$ cat src/rtl/cpu_types_pkg.sv
// Shared CPU types for the execute stage.
//   word_t      : 32-bit datapath word
//   aluop_t     : ALU operation select
//   muldiv_op_t : multiply/divide operation select (MULT, MULTU, DIV, DIVU)
// Helper functions classify a muldiv_op_t as divide and/or signed.
package cpu_types_pkg;

  localparam int WORD_W = 32;

  typedef logic [WORD_W-1:0] word_t;

  typedef enum logic [3:0] {
    ALU_SLL, ALU_SRL, ALU_SRA, ALU_ADD, ALU_SUB, ALU_AND,
    ALU_OR,  ALU_XOR, ALU_NOR, ALU_SLT, ALU_SLTU
  } aluop_t;

  typedef enum logic [1:0] {
    MD_MULT  = 2'd0,
    MD_MULTU = 2'd1,
    MD_DIV   = 2'd2,
    MD_DIVU  = 2'd3
  } muldiv_op_t;

  function automatic logic md_is_div(input muldiv_op_t op);
    return (op == MD_DIV) || (op == MD_DIVU);
  endfunction

  function automatic logic md_is_signed(input muldiv_op_t op);
    return (op == MD_MULT) || (op == MD_DIV);
  endfunction

endpackage

$ cat src/rtl/muldiv_unit.sv
// Iterative 32-bit multiply/divide unit (MULT, MULTU, DIV, DIVU).
// Ports:
//   CLK, nRST     : clock (rising edge), async active-low reset
//   start, op     : request and operation; accepted in IDLE or DONE
//   PortA, PortB  : multiplicand/dividend, multiplier/divisor
//   flush         : abort, forces IDLE on the next edge
//   busy          : high while iterating (CALC)
//   done          : one-cycle pulse, hi/lo valid
//   hi, lo        : product [63:32]/[31:0], or remainder/quotient
//   divzero       : only with MULDIV_DIVZERO_EN; pulses with done on a
//                   short-circuited divide by zero (hi/lo left untouched)
// Macro MULDIV_DIVZERO_EN: divide by zero completes in one cycle.
//
// state | meaning
// IDLE  | waiting for start
// CALC  | 32 shift-add / shift-subtract iterations, then one settle cycle
// SIGN  | sign fix-up of the raw result; hi/lo written on leaving
// DONE  | done pulse; may accept a back-to-back start
module muldiv_unit
  import cpu_types_pkg::*;
(
  input  logic       CLK,
  input  logic       nRST,
  input  logic       start,
  input  muldiv_op_t op,
  input  word_t      PortA,
  input  word_t      PortB,
  input  logic       flush,
  output logic       busy,
  output logic       done,
`ifdef MULDIV_DIVZERO_EN
  output logic       divzero,
`endif
  output word_t      hi,
  output word_t      lo
);

  typedef enum logic [1:0] {IDLE, CALC, SIGN, DONE} state_t;

  state_t     state, next_state;
  muldiv_op_t op_q;
  word_t      a_q, b_q;
  logic       sign_a, sign_b;
  logic [63:0] acc;
  logic [4:0] cnt;
  logic       calc_tc;

  logic       can_accept, accept, dz_accept;
  word_t      abs_a, abs_b;
  logic [32:0] mul_sum, div_diff;
  logic [63:0] mul_step, div_step, prod;
  word_t      res_hi, res_lo;

  assign can_accept = start && ((state == IDLE) || (state == DONE));
  assign accept     = can_accept && !flush;

`ifdef MULDIV_DIVZERO_EN
  logic dz_q;
  assign dz_accept = can_accept && md_is_div(op) && (PortB == '0);
`else
  assign dz_accept = 1'b0;
`endif

  assign abs_a = (md_is_signed(op) && PortA[31]) ? -PortA : PortA;
  assign abs_b = (md_is_signed(op) && PortB[31]) ? -PortB : PortB;

  // Multiply: add multiplicand into the upper half when the LSB is set,
  // then shift right keeping the carry.
  assign mul_sum  = {1'b0, acc[63:32]} + (acc[0] ? {1'b0, a_q} : 33'd0);
  assign mul_step = {mul_sum, acc[31:1]};

  // Restoring divide: trial-subtract the divisor from the shifted partial
  // remainder; the remainder stays below the divisor, so bit 32 of the
  // difference is a clean borrow except for a zero divisor, which SIGN
  // overrides anyway.
  assign div_diff = acc[63:31] - {1'b0, b_q};
  assign div_step = div_diff[32] ? {acc[62:0], 1'b0}
                                 : {div_diff[31:0], acc[30:0], 1'b1};

  always_ff @(posedge CLK or negedge nRST) begin
    if (!nRST) state <= IDLE;
    else       state <= next_state;
  end

  always_comb begin
    next_state = state;
    unique case (state)
      IDLE: if (start) next_state = CALC;
      CALC: if (calc_tc) next_state = SIGN;
      SIGN: next_state = DONE;
      DONE: next_state = start ? CALC : IDLE;
    endcase
    if (dz_accept) next_state = DONE;
    if (flush)     next_state = IDLE;
  end

  always_comb begin
    busy = (state == CALC);
    done = (state == DONE);
`ifdef MULDIV_DIVZERO_EN
    divzero = (state == DONE) && dz_q;
`endif
  end

  always_comb begin
    prod   = (sign_a ^ sign_b) ? -acc : acc;
    res_hi = prod[63:32];
    res_lo = prod[31:0];
    if (md_is_div(op_q)) begin
      if (b_q == '0) begin
        // a_q holds |PortA|; re-applying the sign restores the original word
        res_lo = '1;
        res_hi = sign_a ? -a_q : a_q;
      end else begin
        res_lo = (sign_a ^ sign_b) ? -acc[31:0] : acc[31:0];
        res_hi = sign_a ? -acc[63:32] : acc[63:32];
      end
    end
  end

  always_ff @(posedge CLK or negedge nRST) begin
    if (!nRST) begin
      op_q    <= MD_MULT;
      a_q     <= '0;
      b_q     <= '0;
      sign_a  <= 1'b0;
      sign_b  <= 1'b0;
      acc     <= '0;
      cnt     <= '0;
      calc_tc <= 1'b0;
      hi      <= '0;
      lo      <= '0;
    end else begin
      if (accept) begin
        op_q    <= op;
        a_q     <= abs_a;
        b_q     <= abs_b;
        sign_a  <= md_is_signed(op) & PortA[31];
        sign_b  <= md_is_signed(op) & PortB[31];
        acc     <= md_is_div(op) ? {32'd0, abs_a} : {32'd0, abs_b};
        cnt     <= 5'd31;
        calc_tc <= 1'b0;
      end else if ((state == CALC) && !calc_tc) begin
        acc     <= md_is_div(op_q) ? div_step : mul_step;
        cnt     <= cnt - 5'd1;
        calc_tc <= (cnt == 5'd0);
      end
      if ((state == SIGN) && !flush) begin
        hi <= res_hi;
        lo <= res_lo;
      end
    end
  end

`ifdef MULDIV_DIVZERO_EN
  always_ff @(posedge CLK or negedge nRST) begin
    if (!nRST) dz_q <= 1'b0;
    else       dz_q <= dz_accept && !flush;
  end
`endif

endmodule

$ cat config.mk
export PLATFORM = sky130hd
export DESIGN_NAME = muldiv_unit
export DESIGN_NICKNAME = d
export VERILOG_FILES = /design/src/rtl/cpu_types_pkg.sv /design/src/rtl/muldiv_unit.sv
export SDC_FILE = /design/constraint.sdc
export NUM_CORES = 1
export LEC_CHECK = 0
export ABC_AREA = 0
export CAP_MARGIN = 20
export CORE_MARGIN = 4
export CORE_UTILIZATION = 55
export DETAILED_ROUTE_END_ITERATION = 10
export PLACE_DENSITY = 0.79
export SLEW_MARGIN = 0
export SYNTH_ARGS = -nofsm -noshare
export SYNTH_HDL_FRONTEND = slang
export SYNTH_SLANG_ARGS = --single-unit
$ cat constraint.sdc
create_clock -name CLK -period 3.1 [get_ports CLK]
set_input_delay 0.31 -clock CLK [delete_from_list [all_inputs] [get_ports CLK]]
set_output_delay 0.31 -clock CLK [all_outputs]
set_load 0.02 [all_outputs]
==> impl_results.md <==
- Status: finished, violations left
- Violated checks: setup timing
- GPL Wtd Cong: ~0.99
- First-pass GRT wire length: 95.4 mm
- Ordered list of cells on the worst path: ha_4 -> fa_2 -> and2b_1 -> o211ai_1 -> a31o_2 -> o211ai_1 -> a211oi_2 -> nor3_4 -> buf_12 -> clkbuf_16 -> mux2_4 -> a21oi_2 -> a21oi_1
- Wl on met1: 24.1 mm
- Leak pwr: 9.69 nW
- DRC Markers: 0
- Post-route cell area: 22200 µm²
- Setup Skew: 0.0178 ns
- Worst-Skew Late Latency: 0.55 ns
- DR WL met3: about 5.8 mm
- Htree depth: 1
- RSZ-0062 raised after global routing: yes
- Mapped Nets: 2300
- Final slew viol count: 0
- Critical path's slowest cell: dfrtp_1
- Die area: between 30000 and 40000 µm²
- Hold Crit Class: in -> async
- CP Launch Type: flop
- Ys flop type: dfrtp_1
- Sequential share of the synthesized area: 29.6%
- Initial DRT Pass Iterations: 6
- Post-DRT Antenna Nets: 0
- Fill cells: 2417
- # rows: 64
- Global-route usage over all layers: 35.5%
- Initial drt markers: 2057
- Vias: between 15000 and 20000
- #FFs+latches synth: just over 200
- NetSw: 13.2 mW
- Clock Power Share: 10.3%
- Worst Path Arrival: 3.68 ns
- Die width: 185 µm
- Cell total after placement: ~2800
- Power consumption: 27.2 mW
- Port buffer count: 135
- Overall die height: 185 µm
- Most used cell, CP: o211ai_1
- Core Region: 30700 µm²
- Longest Clk Path Bufs: 3
- Worst path required time: 3.49 ns
- Register share of total power: 19.1%
- Max FO, Critical Path: 11
- Post-DP Area: between 20000 and 25000 µm²
- Crit Path Category: reg -> reg
- Least-Margin Pin Slew: 0.966 ns
- Netlist cell types: a little over 80
- Area of the mapped netlist: 17200 µm²
- Maximum VDD drop: 0.771 mV
- Post-synth EDFFs: 0
- Post-DP HPWL: 48.2 mm
- Layout Cells excl Fill: 2889
- Syn Area/Cell: 7.97 µm²
- Tmin final: 3.29 ns
- Setup Viol. Count Final: 30
- Top sig layer: met5
- Final worst slack: -0.186 ns
- Clk slew on worst S/H paths: 0.06 ns
- Pin count of the biggest net entering global routing: 135
- Max frequency: 0.304 GHz
- Vias in the first global route: approximately 17000
- Routed WL per cell: 21.8 µm
- Synthesized instance count: 2152
- Vias/cell: 6.31
- Routed wl met2: 29.4 mm
- WL final: about 63 mm
- Grt ovf: 0
- Ports: roughly 140
- Crit end category: flop
- Initial Utilization: 55.9%
- Fin. Hold Viols: 0
- Int Power: 14.0 mW
- Max-cap check violation count: 0
- Fin Setup TNS: -2.66 ns
- Root buf cell: clkbuf_16
- Finished Core Util: roughly 72%
- Async SR Flop Fraction: 100%
- Area growth, synth to finish: 29.3%
- Critical Path Max Stage Delay: 0.41 ns
- CTS tree: built
- Yosys warnings: 0
- Share of post-route cells with drive strength above 1: roughly a fifth
- Final nets: about 2600
- Sw Share: roughly half
- Clk sinks: 203
- Inserted Clock Buffers: 24
- Part of the power in combinational logic: just over 70%
- Final period util: 106%
- Pwr Density: 1230 nW/µm²
- Slew HR: 35.6%
- N_diodes: 0
- Initial antenna violation count: 3
-- worst paths after layout --
kind                         from      end  slack (ns)  cells after the start
setup / recovery           b_q[0]  acc[41]       -0.19                     13
hold / removal               nRST  acc[39]        0.35                      2
setup reg to reg           b_q[0]  acc[41]       -0.19                     13
hold reg to reg             hi[5]    hi[5]        0.47                      2
max in group asynchronous    nRST  b_q[24]        1.86                      3
min in group CLK            op[1]  op_q[1]        0.46                      3
-- per-stage QoR --
step	setup slack (ns)	hold slack [ns]
after floorplan	0.0214	0.0144
after global placement	-0.0701	0.410
after detailed placement	-0.130	0.416
after CTS	-0.0535	0.422
after global routing	-0.251	0.428
final	-0.186	0.355
-- placed cells by master (no fill, tap or decap), types with 35 or more instances in the layout --
master	netlist	layout
mux2i_1	58	57
clkdlybuf4s50_1	0	133
buf_4	2	282
o211ai_1	48	48
nor3_1	36	35
inv_1	74	71
nand2_1	248	247
ha_1	76	68
nor2_1	169	162
and2_1	40	37
dfrtp_1	203	201
xor2_1	100	100
xnor2_1	128	124
o21ai_0	218	198
a21oi_1	176	164
-- cell type report --
type / count / area (µm²) / share of cell area, %
clock buffer: 34 / 678 / 3.06
inverter: 74 / 282 / 1.27
clock inverter: 8 / 96.3 / 0.435
tap: 396 / 495 / 2.23
multi-input combinational: 1738 / 11700 / 52.9
timing repair buffer: 436 / 3810 / 17.2
sequential: 203 / 5080 / 22.9
-- worst max-delay path: cells and delay by family, from the launching register on --
family,cells,cell delay [ns]
AO/OA/AOI/OAI,6,1.10
adder cells (fa/ha/maj),2,0.55
AND/OR/NAND/NOR,2,0.43
flip-flops,1,0.41
buffers and inverters,2,0.32
multiplexers,1,0.31
-- Yosys cell counts (4+ instances only) --
cell / count / area, µm²
a211o_1: 5 / 43.8
a211oi_1: 24 / 180
a21o_1: 34 / 255
a21oi_1: 176 / 881
a221o_1: 4 / 40.0
a22oi_1: 7 / 52.6
a31o_2: 5 / 43.8
a31oi_1: 22 / 138
a41oi_1: 4 / 35.0
and2_1: 40 / 250
and3_1: 16 / 100
buf_1: 9 / 33.8
buf_2: 9 / 45.0
clkbuf_1: 116 / 435
dfrtp_1: 203 / 5080
ha_1: 76 / 951
inv_1: 74 / 278
mux2_2: 17 / 191
mux2i_1: 58 / 581
nand2_1: 248 / 931
nand2b_1: 20 / 125
nand3_1: 27 / 135
nand3b_1: 8 / 60.1
nand4_1: 10 / 62.6
nor2_1: 169 / 634
nor2b_1: 19 / 119
nor3_1: 36 / 180
nor3b_1: 5 / 37.5
nor4_1: 32 / 200
o2111ai_1: 4 / 35.0
o211ai_1: 48 / 360
o21a_1: 12 / 90.1
o21ai_0: 218 / 1090
o21ai_1: 11 / 55.1
o21bai_1: 8 / 60.1
o221ai_1: 4 / 35.0
o31ai_1: 23 / 173
o41ai_1: 16 / 140
or2_2: 11 / 68.8
or3_1: 11 / 68.8
or4_1: 15 / 113
or4_4: 4 / 45.0
xnor2_1: 128 / 1120
xor2_1: 100 / 876
-- registers in the layout, indices dropped and copies added, names as in the netlist --
| register | count |
|---|---|
| a_q | 32 |
| acc | 64 |
| b_q | 32 |
| calc_tc | 1 |
| cnt | 5 |
| hi | 32 |
| lo | 32 |
| op_q | 1 |
| sign_a | 1 |
| sign_b | 1 |
| state | 2 |
-- layer usage --
layer  GRT usage (%)  vias to the layer above
li1                -                     8332
met1            44.8                     8650
met2            58.9                      994
met3            7.10                      245
met4            16.1                        2
met5               0                        -
-- power by group through the flow --
stage               logic [mW]  registers (mW)  clock network [mW]
floorplan                 10.7            5.34                   0
global placement          17.2            5.12                   0
detailed placement        17.6            5.16                   0
CTS                       17.8            5.14                2.82
global route              20.6            5.33                2.93
finish                    19.2            5.20                2.81
-- what timing repair did --
item,CTS,global route
endpoints found under the hold margin,79,0
resized for setup,16,87
hold buffers,1,0
pin swaps,5,28
cloned,0,2
endpoints found under the setup margin,20,49
buffers inserted,0,12
-- cell families (layout without fill, tap and decap cells) --
group	after synthesis	after routing	synth area share [%]
buffers and inverters	211	552	4.77
flip-flops	203	203	29.6
XOR/XNOR	228	228	11.6
AO/OA/AOI/OAI	660	660	23.7
adder cells (fa/ha/maj)	78	78	5.78
multiplexers	76	76	4.63
AND/OR/NAND/NOR	696	696	19.9
Note: power is estimated with default switching activity, not from simulation.
